## src/rtl/vec_lane_alu_if.sv

```systemverilog
// Handshake/operand bundle for vec_lane_alu.
// master: upstream issuer and writeback consumer. slave: the execute stage.
interface vec_lane_alu_if #(
  parameter int V = 192
);
  logic         flush;
  logic         in_valid;
  logic         in_ready;
  logic [2:0]   op;
  logic [V-1:0] a;
  logic [V-1:0] b;
  logic         out_valid;
  logic         out_ready;
  logic [V-1:0] result;
  logic         busy;

  modport master (
    output flush, in_valid, op, a, b, out_ready,
    input  in_ready, out_valid, result, busy
  );

  modport slave (
    input  flush, in_valid, op, a, b, out_ready,
    output in_ready, out_valid, result, busy
  );
endinterface

```

## src/rtl/vec_lane_alu.sv

```systemverilog
// Multi-cycle SIMD execute stage: V-bit operands split into W-bit lanes,
// LPC lanes computed per clock over BEATS = V/(W*LPC) beats, result handed
// off over a valid/ready handshake.
// Optional feature macro: VEC_SATURATE_EN (ADD/SUB saturate per lane).
module vec_lane_alu #(
  parameter int V   = 192,
  parameter int W   = 8,
  parameter int LPC = 8
) (
  input  logic           clk,
  input  logic           rst_n,
  vec_lane_alu_if.slave  bus
);
  localparam int LANES = V / W;
  localparam int BEATS = LANES / LPC;
  localparam int BW    = (BEATS > 1) ? $clog2(BEATS) : 1;

  typedef enum logic [1:0] {IDLE, BUSY, DONE} state_t;
  typedef enum logic [2:0] {
    OP_ADD, OP_SUB, OP_MUL, OP_AND, OP_OR, OP_XOR, OP_SHL, OP_SRL
  } op_t;

  state_t           state, state_nxt;
  logic [BW-1:0]    beat;
  logic [V-1:0]     a_q, b_q, result_q;
  op_t              op_q;
  logic [LPC*W-1:0] lane_res;
  logic             accept, last_beat;

  function automatic logic [W-1:0] lane_op(input op_t o, input logic [W-1:0] x,
                                           input logic [W-1:0] y);
    logic [W-1:0] r;
`ifdef VEC_SATURATE_EN
    logic         c;
    logic [W-1:0] s;
`endif
    r = '0;
    case (o)
`ifdef VEC_SATURATE_EN
      OP_ADD: begin
        {c, s} = {1'b0, x} + {1'b0, y};
        r = c ? '1 : s;
      end
      OP_SUB: r = (x < y) ? '0 : x - y;
`else
      OP_ADD: r = x + y;
      OP_SUB: r = x - y;
`endif
      OP_MUL: r = x * y;
      OP_AND: r = x & y;
      OP_OR:  r = x | y;
      OP_XOR: r = x ^ y;
      OP_SHL: r = x << y[2:0];
      OP_SRL: r = x >> y[2:0];
      default: r = '0;
    endcase
    return r;
  endfunction

  assign accept    = (state == IDLE) && bus.in_valid && !bus.flush;
  assign last_beat = (beat == BW'(BEATS - 1));

  assign bus.in_ready  = (state == IDLE);
  assign bus.out_valid = (state == DONE);
  assign bus.busy      = (state == BUSY);
  assign bus.result    = result_q;

  // State register
  always_ff @(posedge clk or negedge rst_n) begin
    if (!rst_n) state <= IDLE;
    else        state <= state_nxt;
  end

  // Next-state logic; flush overrides every transition
  always_comb begin
    state_nxt = state;
    if (bus.flush) begin
      state_nxt = IDLE;
    end else begin
      case (state)
        IDLE:    if (bus.in_valid) state_nxt = BUSY;
        BUSY:    if (last_beat) state_nxt = DONE;
        DONE:    if (bus.out_ready) state_nxt = IDLE;
        default: state_nxt = IDLE;
      endcase
    end
  end

  // Lanes belonging to the current beat, from the latched operands
  always_comb begin
    lane_res = '0;
    for (int unsigned j = 0; j < LPC; j++) begin
      lane_res[j*W +: W] = lane_op(op_q,
                                   a_q[(32'(beat) * LPC + j) * W +: W],
                                   b_q[(32'(beat) * LPC + j) * W +: W]);
    end
  end

  // Operand latch, beat counter and result accumulation
  always_ff @(posedge clk or negedge rst_n) begin
    if (!rst_n) begin
      beat     <= '0;
      a_q      <= '0;
      b_q      <= '0;
      op_q     <= OP_ADD;
      result_q <= '0;
    end else if (accept) begin
      a_q  <= bus.a;
      b_q  <= bus.b;
      op_q <= op_t'(bus.op);
      beat <= '0;
    end else if (bus.flush) begin
      beat <= '0;
    end else if (state == BUSY) begin
      result_q[32'(beat) * LPC * W +: LPC * W] <= lane_res;
      beat <= last_beat ? '0 : beat + 1'b1;
    end
  end
endmodule
```

## src/flat_wrapper.sv

```systemverilog
// flat-port wrapper written by rule: the top's interface ports become plain ports
module vec_lane_alu_flat 
#(
  parameter int V   = 192,
  parameter int W   = 8,
  parameter int LPC = 8
)
  (clk, rst_n, bus_flush, bus_in_valid, bus_op, bus_a, bus_b, bus_out_ready, bus_in_ready, bus_out_valid, bus_result, bus_busy);
  vec_lane_alu_if #(.V(V)) bus_i ();
  input  logic clk;
  input  logic rst_n;
  input wire logic [$bits(bus_i.flush)-1:0] bus_flush;
  input wire logic [$bits(bus_i.in_valid)-1:0] bus_in_valid;
  input wire logic [$bits(bus_i.op)-1:0] bus_op;
  input wire logic [$bits(bus_i.a)-1:0] bus_a;
  input wire logic [$bits(bus_i.b)-1:0] bus_b;
  input wire logic [$bits(bus_i.out_ready)-1:0] bus_out_ready;
  output wire logic [$bits(bus_i.in_ready)-1:0] bus_in_ready;
  output wire logic [$bits(bus_i.out_valid)-1:0] bus_out_valid;
  output wire logic [$bits(bus_i.result)-1:0] bus_result;
  output wire logic [$bits(bus_i.busy)-1:0] bus_busy;
  assign bus_i.flush = bus_flush;
  assign bus_i.in_valid = bus_in_valid;
  assign bus_i.op = bus_op;
  assign bus_i.a = bus_a;
  assign bus_i.b = bus_b;
  assign bus_i.out_ready = bus_out_ready;
  assign bus_in_ready = bus_i.in_ready;
  assign bus_out_valid = bus_i.out_valid;
  assign bus_result = bus_i.result;
  assign bus_busy = bus_i.busy;
  vec_lane_alu #(.V(V), .W(W), .LPC(LPC)) u_core (.clk(clk), .rst_n(rst_n), .bus(bus_i));
endmodule
```

## config.mk

```make
export PLATFORM = sky130hd
export DESIGN_NAME = vec_lane_alu_flat
export DESIGN_NICKNAME = d
export VERILOG_FILES = /design/src/rtl/vec_lane_alu_if.sv /design/src/rtl/vec_lane_alu.sv /design/src/flat_wrapper.sv
export SDC_FILE = /design/constraint.sdc
export NUM_CORES = 2
export LEC_CHECK = 0
export CORE_MARGIN = 1
export CORE_UTILIZATION = 40
export CTS_BUF_LIST = sky130_fd_sc_hd__clkbuf_2
export DETAILED_ROUTE_END_ITERATION = 10
export DONT_BUFFER_PORTS = 1
export HOLD_SLACK_MARGIN = 0.02
export SLEW_MARGIN = 40
export SYNTH_ARGS = -nofsm -noshare
export SYNTH_HDL_FRONTEND = slang
export SYNTH_SLANG_ARGS = --single-unit
```

## constraint.sdc

```tcl
create_clock -name clk -period 5.9 [get_ports clk]
set_input_delay 1.18 -clock clk [delete_from_list [all_inputs] [get_ports clk]]
set_output_delay 1.18 -clock clk [all_outputs]
set_load 0.01 [all_outputs]
```

==> Word level (Yosys, flattened, before mapping) <==
Cells that the tools add are included.
{ "classes": {"n_shift": 34, "n_reduce_logical": 8, "eq_ne": 13, "bitwise_logic": 26, "addsub": 25, "multipliers": 8, "mux": 18} }
{ "op_table": {"columns": ["op", "n"], "rows": [
  ["$shiftx 192x33->8", 14],
  ["$pmux 8 s8", 8],
  ["$shiftx 192x9->8", 2],
  ["$bwmux 192", 1],
  ["$shift 64x34->192 const A", 1],
  ["$shiftx 64x34->192", 1],
  ["$add 8x8->8", 8],
  ["$and 8x8->8", 8],
  ["$mul 8x8->8", 8],
  ["$or 8x8->8", 8],
  ["$shl 8x3->8", 8],
  ["$shr 8x3->8", 8],
  ["$sub 8x8->8", 8],
  ["$xor 8x8->8", 8],
  ["$neg 8->34", 1],
  ["$add 5x3->6 const B", 4],
  ["$mux 2", 8],
  ["$add 5x2->6 const B", 2],
  ["$eq 3x3->1 const B", 4],
  ["$add 5x1->6 const B", 1],
  ["$eq 3x2->1 const B", 2],
  ["$ne 3x3->1 const B", 2],
  ["$pmux 2 s3", 1],
  ["$reduce_and 3->1", 2],
  ["11 further kinds", 14]
]} }
{ "word_totals": {"elab_cells": 138, "in_bits": 392, "register_bits": 583, "output_inout_bits": 195} }

==> Logic depth before layout (Yosys ltp) <==
{ "depth": {"ltp_word": 6, "ltp_mapped": 25, "depth_no_buf": 22} }

==> Worst setup path after synthesis <==
OpenSTA, ideal clock, no wires.
{ "synth_timing": {"path_kind": "reg2reg", "startpoint": "register u_core.beat[1]", "endpoint": "register u_core.result_q[103], in the netlist u_core.bus.result[103]", "path_buffers": 5, "setup_time_ns": 0.127, "path_slack_ns": 0.569, "path_stages_with_launch": 25, "synth_period_minus_slack_ns": 5.331, "arrival_time_ns": 5.204, "required_time_ns": 5.773, "cell_sequence": "dfrtp_1 > buf_4 > buf_6 > buf_8 > buf_6 > mux2i_1 > nor2_1 > a21oi_2 > inv_2 > clkbuf_1 > ha_1 > fa_1 > fa_1 > ha_1 > inv_1 > fa_1 > inv_1 > ha_1 > a21o_1 > a21oi_1 > xor2_1 > xnor3_1 > xnor2_1 > a21oi_1 > o21ai_1"} }
{ "synth_via": {"elab_chain_len": 6, "elab_cells_between_ends": 99, "classes_between": "24 x add/sub; 8 x mul; 34 x shift; 9 x mux; 24 x bitwise"} }
{ "synth_lines": {"columns": ["item", "line_no", "source"], "rows": [
  ["start, declared", "vec_lane_alu.sv:24", "logic [BW-1:0] beat;"],
  ["start signal, assigned", "vec_lane_alu.sv:116", "beat <= last_beat ? '0 : beat + 1'b1;"],
  ["$add 5x1->6, or another cell as far along", "vec_lane_alu.sv:94, vec_lane_alu.sv:95", null],
  ["$shiftx 192x33->8, on equally long branches", "vec_lane_alu.sv:94, vec_lane_alu.sv:95", null],
  ["$mul 8x8->8, or another cell as far along", "vec_lane_alu.sv:49", "OP_MUL: r = x * y;"],
  ["$pmux 8 s8", "vec_lane_alu.sv:38", "case (o)"],
  ["$shiftx 64x34->192", "vec_lane_alu.sv:115", "result_q[32'(beat) * LPC * W +: LPC * W] <= lane_res;"],
  ["$bwmux 192 *", "vec_lane_alu.sv:115", null],
  ["end signal, assigned by index", "vec_lane_alu.sv:115", null],
  ["end, declared", "vec_lane_alu.sv:25", "logic [V-1:0] a_q, b_q, result_q;"]
]} }
Mark *: on every way between the ends. The rest lies on a longest branch, timed or not.
A chain may end at the register's enable or synchronous reset.

==> Worst setup path in the final report <==
{ "layout_timing": {"startpoint": "register u_core.beat[0]", "endpoint": "register u_core.result_q[167], in the netlist u_core.bus.result[167]"} }
Same word-level chain as after synthesis.

==> flow_metrics.tcl <==
set metrics [dict create \
    status "completed" \
    endpoint_kind "register" \
    routedWlPerCell_um 24.68 \
    area_delta_synth_final_pct 18.74 \
    htreeDepth 4 \
    drt_first_pass_iters 6 \
    viasPerCell 5.662 \
    routed_wl_um 154800 \
    num_vias 35510 \
    clock_skew_ns 0.1579 \
    synth_ff_type "dfrtp_1" \
    num_rows 119 \
    design_area_mm2 0.05041 \
    grt_start_max_net_pins 584 \
    period_share 0.9692 \
    yosysSeqAreaShare 0.3436 \
    cap_violations 0 \
    timing_hold_violations_final 0 \
    powerDensity_mw_per_mm2 415.2 \
    max_freq_ghz 0.1749 \
    grt_pass1_vias 35730 \
    core_mm2 0.1053 \
    clk_pin_slew_ns 0.10 \
    synth_cells 4259 \
    tightest_slew_ns 0.9429 \
    worstPathRequired_ns 7.19 \
    initial_core_util 0.4033 \
    hold_class "input port to async pin" \
    yosys_warnings 0 \
    port_buffers 0 \
    syn_area_mm2 0.04245 \
    grtUsageTotal 0.2831 \
    synth_nets 5088 \
    avgSynthCellArea_um2 9.968 \
    place.gp.congestion 0.9468 \
    ir_drop_mv 0.2972 \
    cp.arrival_ns 7.01 \
    die_area_mm2 0.1074 \
    fillers 9691 \
    clock_sinks 583 \
    synth_top_area_share 0.3436 \
    min_period_ns 5.718 \
    critPathMaxFanout 23 \
    dpl_cell_area_mm2 0.04474 \
    ys_ff_latch 583 \
    synthTopCellsByArea "dfrtp_1 (34%), mux2_2 (10%), ha_1 (9.8%)" \
    synthTopCellsByCount "dfrtp_1 (583), nand2_1 (397), mux2_2 (393)" \
    clockBufferDepth 3 \
    synth_edf_count 0 \
    cts_made_buffers 157 \
    drt_iter0_markers 2897 \
    die_y_um 327.8 \
    nets 5588 \
    slew_headroom 0.3714 \
    finalSetupViolCount 0 \
    grt_overflow_total 0 \
    clock_latency_ns 1.50 \
    yosysTopAreaCell "dfrtp_1" \
    dp_hpwl_um 111600 \
    ios 587 \
    rsz0062_at_grt "no" \
    drive_gt1_frac 0.2129 \
    cts_tree "done" \
    cts_root_buf "clkbuf_2" \
    start_kind "register" \
    antenna_left 0 \
    critPathKind "register to register" \
    yosysUniqueCellTypes 83 \
    antenna_found_initial 16 \
    p_leak_nw 22.81 \
    fp.dieW_um 327.8 \
    multi_input_area_mm2 0.02561 \
    slew_violations 0 \
    finalSetupTns_ns 0 \
    grt_pass1_wl_um 230200 \
    seq_area_mm2 0.01460 \
    route.detailed.drc 0 \
    async_flop_share 1.000 \
    yosysMostFrequentCell "dfrtp_1" \
]
metrics by stage:
| step | setup slack, ns | cells | utilization | hold slack, ns | power (mW) |
|---|---|---|---|---|---|
| after floorplan | 0.5691 | 4259 | - | 0.4800 | 13.73 |
| after global placement | 0.1184 | 5583 | 0.4242 | 0.4890 | 17.35 |
| after detailed placement | 0.1113 | 5587 | 0.4250 | 0.4951 | 17.52 |
| after CTS | 0.07415 | 6244 | 0.4754 | -0.8629 | 20.74 |
| after global routing | 0.002121 | 6269 | 0.4788 | 0.08189 | 22.57 |
| final | 0.1817 | 6272 | 0.4789 | 0.2344 | 20.93 |
flip-flops by register name, indices dropped and copies added (netlist names):
signal	count
u_core.a_q	192
u_core.b_q	192
u_core.bus.result	192
u_core.op_q	3
u_core.beat	2
u_core.state	2
where the power goes:
group / switching [mW] / internal (mW)
clock network: 1.85 / 1.07
logic: 7.34 / 5.24
registers: 0.713 / 4.72
total: 9.90 / 11.0
metal layers:
layer	track usage	up-vias	wire length [um]
li1	-	16010	-
met1	0.3978	17630	69900
met2	0.4180	1624	66900
met3	0.07977	246	14200
met4	0.08960	6	3756
met5	0	-	34
placed cells by master, fill, tap and decap left out, types with 169 or more instances in the layout:
cell type	Yosys	final
nor2_1	327	323
mux2i_1	238	234
ha_1	333	333
clkbuf_2	0	217
inv_1	282	279
dlygate4sd3_1	0	393
buf_4	12	174
nand2_1	397	396
mux2_2	393	393
dfrtp_1	583	578
a21oi_1	173	169
cell type report:
class,count,share of cell area
clock inverter,48,0.005758
inverter,350,0.02606
timing repair buffer,592,0.1137
tap,1391,0.03452
sequential,583,0.2896
antenna,16,0.0007942
multi-input combinational,3075,0.5080
clock buffer,217,0.02154
path summary, 6_finish.rpt:
kind	startpoint	end	slack, ns	cells after the start
max	u_core.beat[0]$_DFFE_PN0P_	u_core.bus.result[167]$_DFFE_PN0P_	0.18	21
min reg2reg	u_core.b_q[32]$_DFFE_PN0P_	u_core.b_q[32]$_DFFE_PN0P_	0.51	1
max in group asynchronous	rst_n	u_core.b_q[149]$_DFFE_PN0P_	2.84	5
min in group clk	bus_flush	u_core.bus.result[57]$_DFFE_PN0P_	0.28	4
max reg2reg	u_core.beat[0]$_DFFE_PN0P_	u_core.bus.result[167]$_DFFE_PN0P_	0.18	21
min	rst_n	u_core.bus.result[109]$_DFFE_PN0P_	0.23	1
worst max-delay path, stage by stage (launching register included):
cell and delay, ns:
dfrtp_4 0.54, nor2b_4 0.16, buf_12 0.15, buf_12 0.16
buf_12 0.18, a2bb2oi_2 0.33, inv_2 0.18, ha_1 0.27
fa_1 0.44, fa_1 0.44, ha_1 0.28, inv_1 0.04
fa_1 0.47, inv_1 0.04, ha_1 0.31, a21o_1 0.19
a21oi_1 0.18, xor2_1 0.20, xnor3_1 0.34, xnor2_1 0.16
a21oi_1 0.27, o21ai_1 0.12
kinds of logic (layout without fill, tap and decap cells):
logic type,Yosys count,count (layout),share of synthesized area
compound gates,925,925,0.1586
xor+xnor,210,210,0.04721
flops,583,583,0.3436
simple gates,871,871,0.08399
other cells,0,16,0
fa+ha+maj,437,437,0.1472
mux,632,632,0.1606
buf+inv,601,1207,0.05871
what timing repair did:
item,CTS,global route
endpoints found under the setup margin,0,34
buffers inserted,0,5
gates resized for setup,0,17
hold endpoints to repair,974,125
hold buffers,392,1
(Power assumes the default switching activity.)
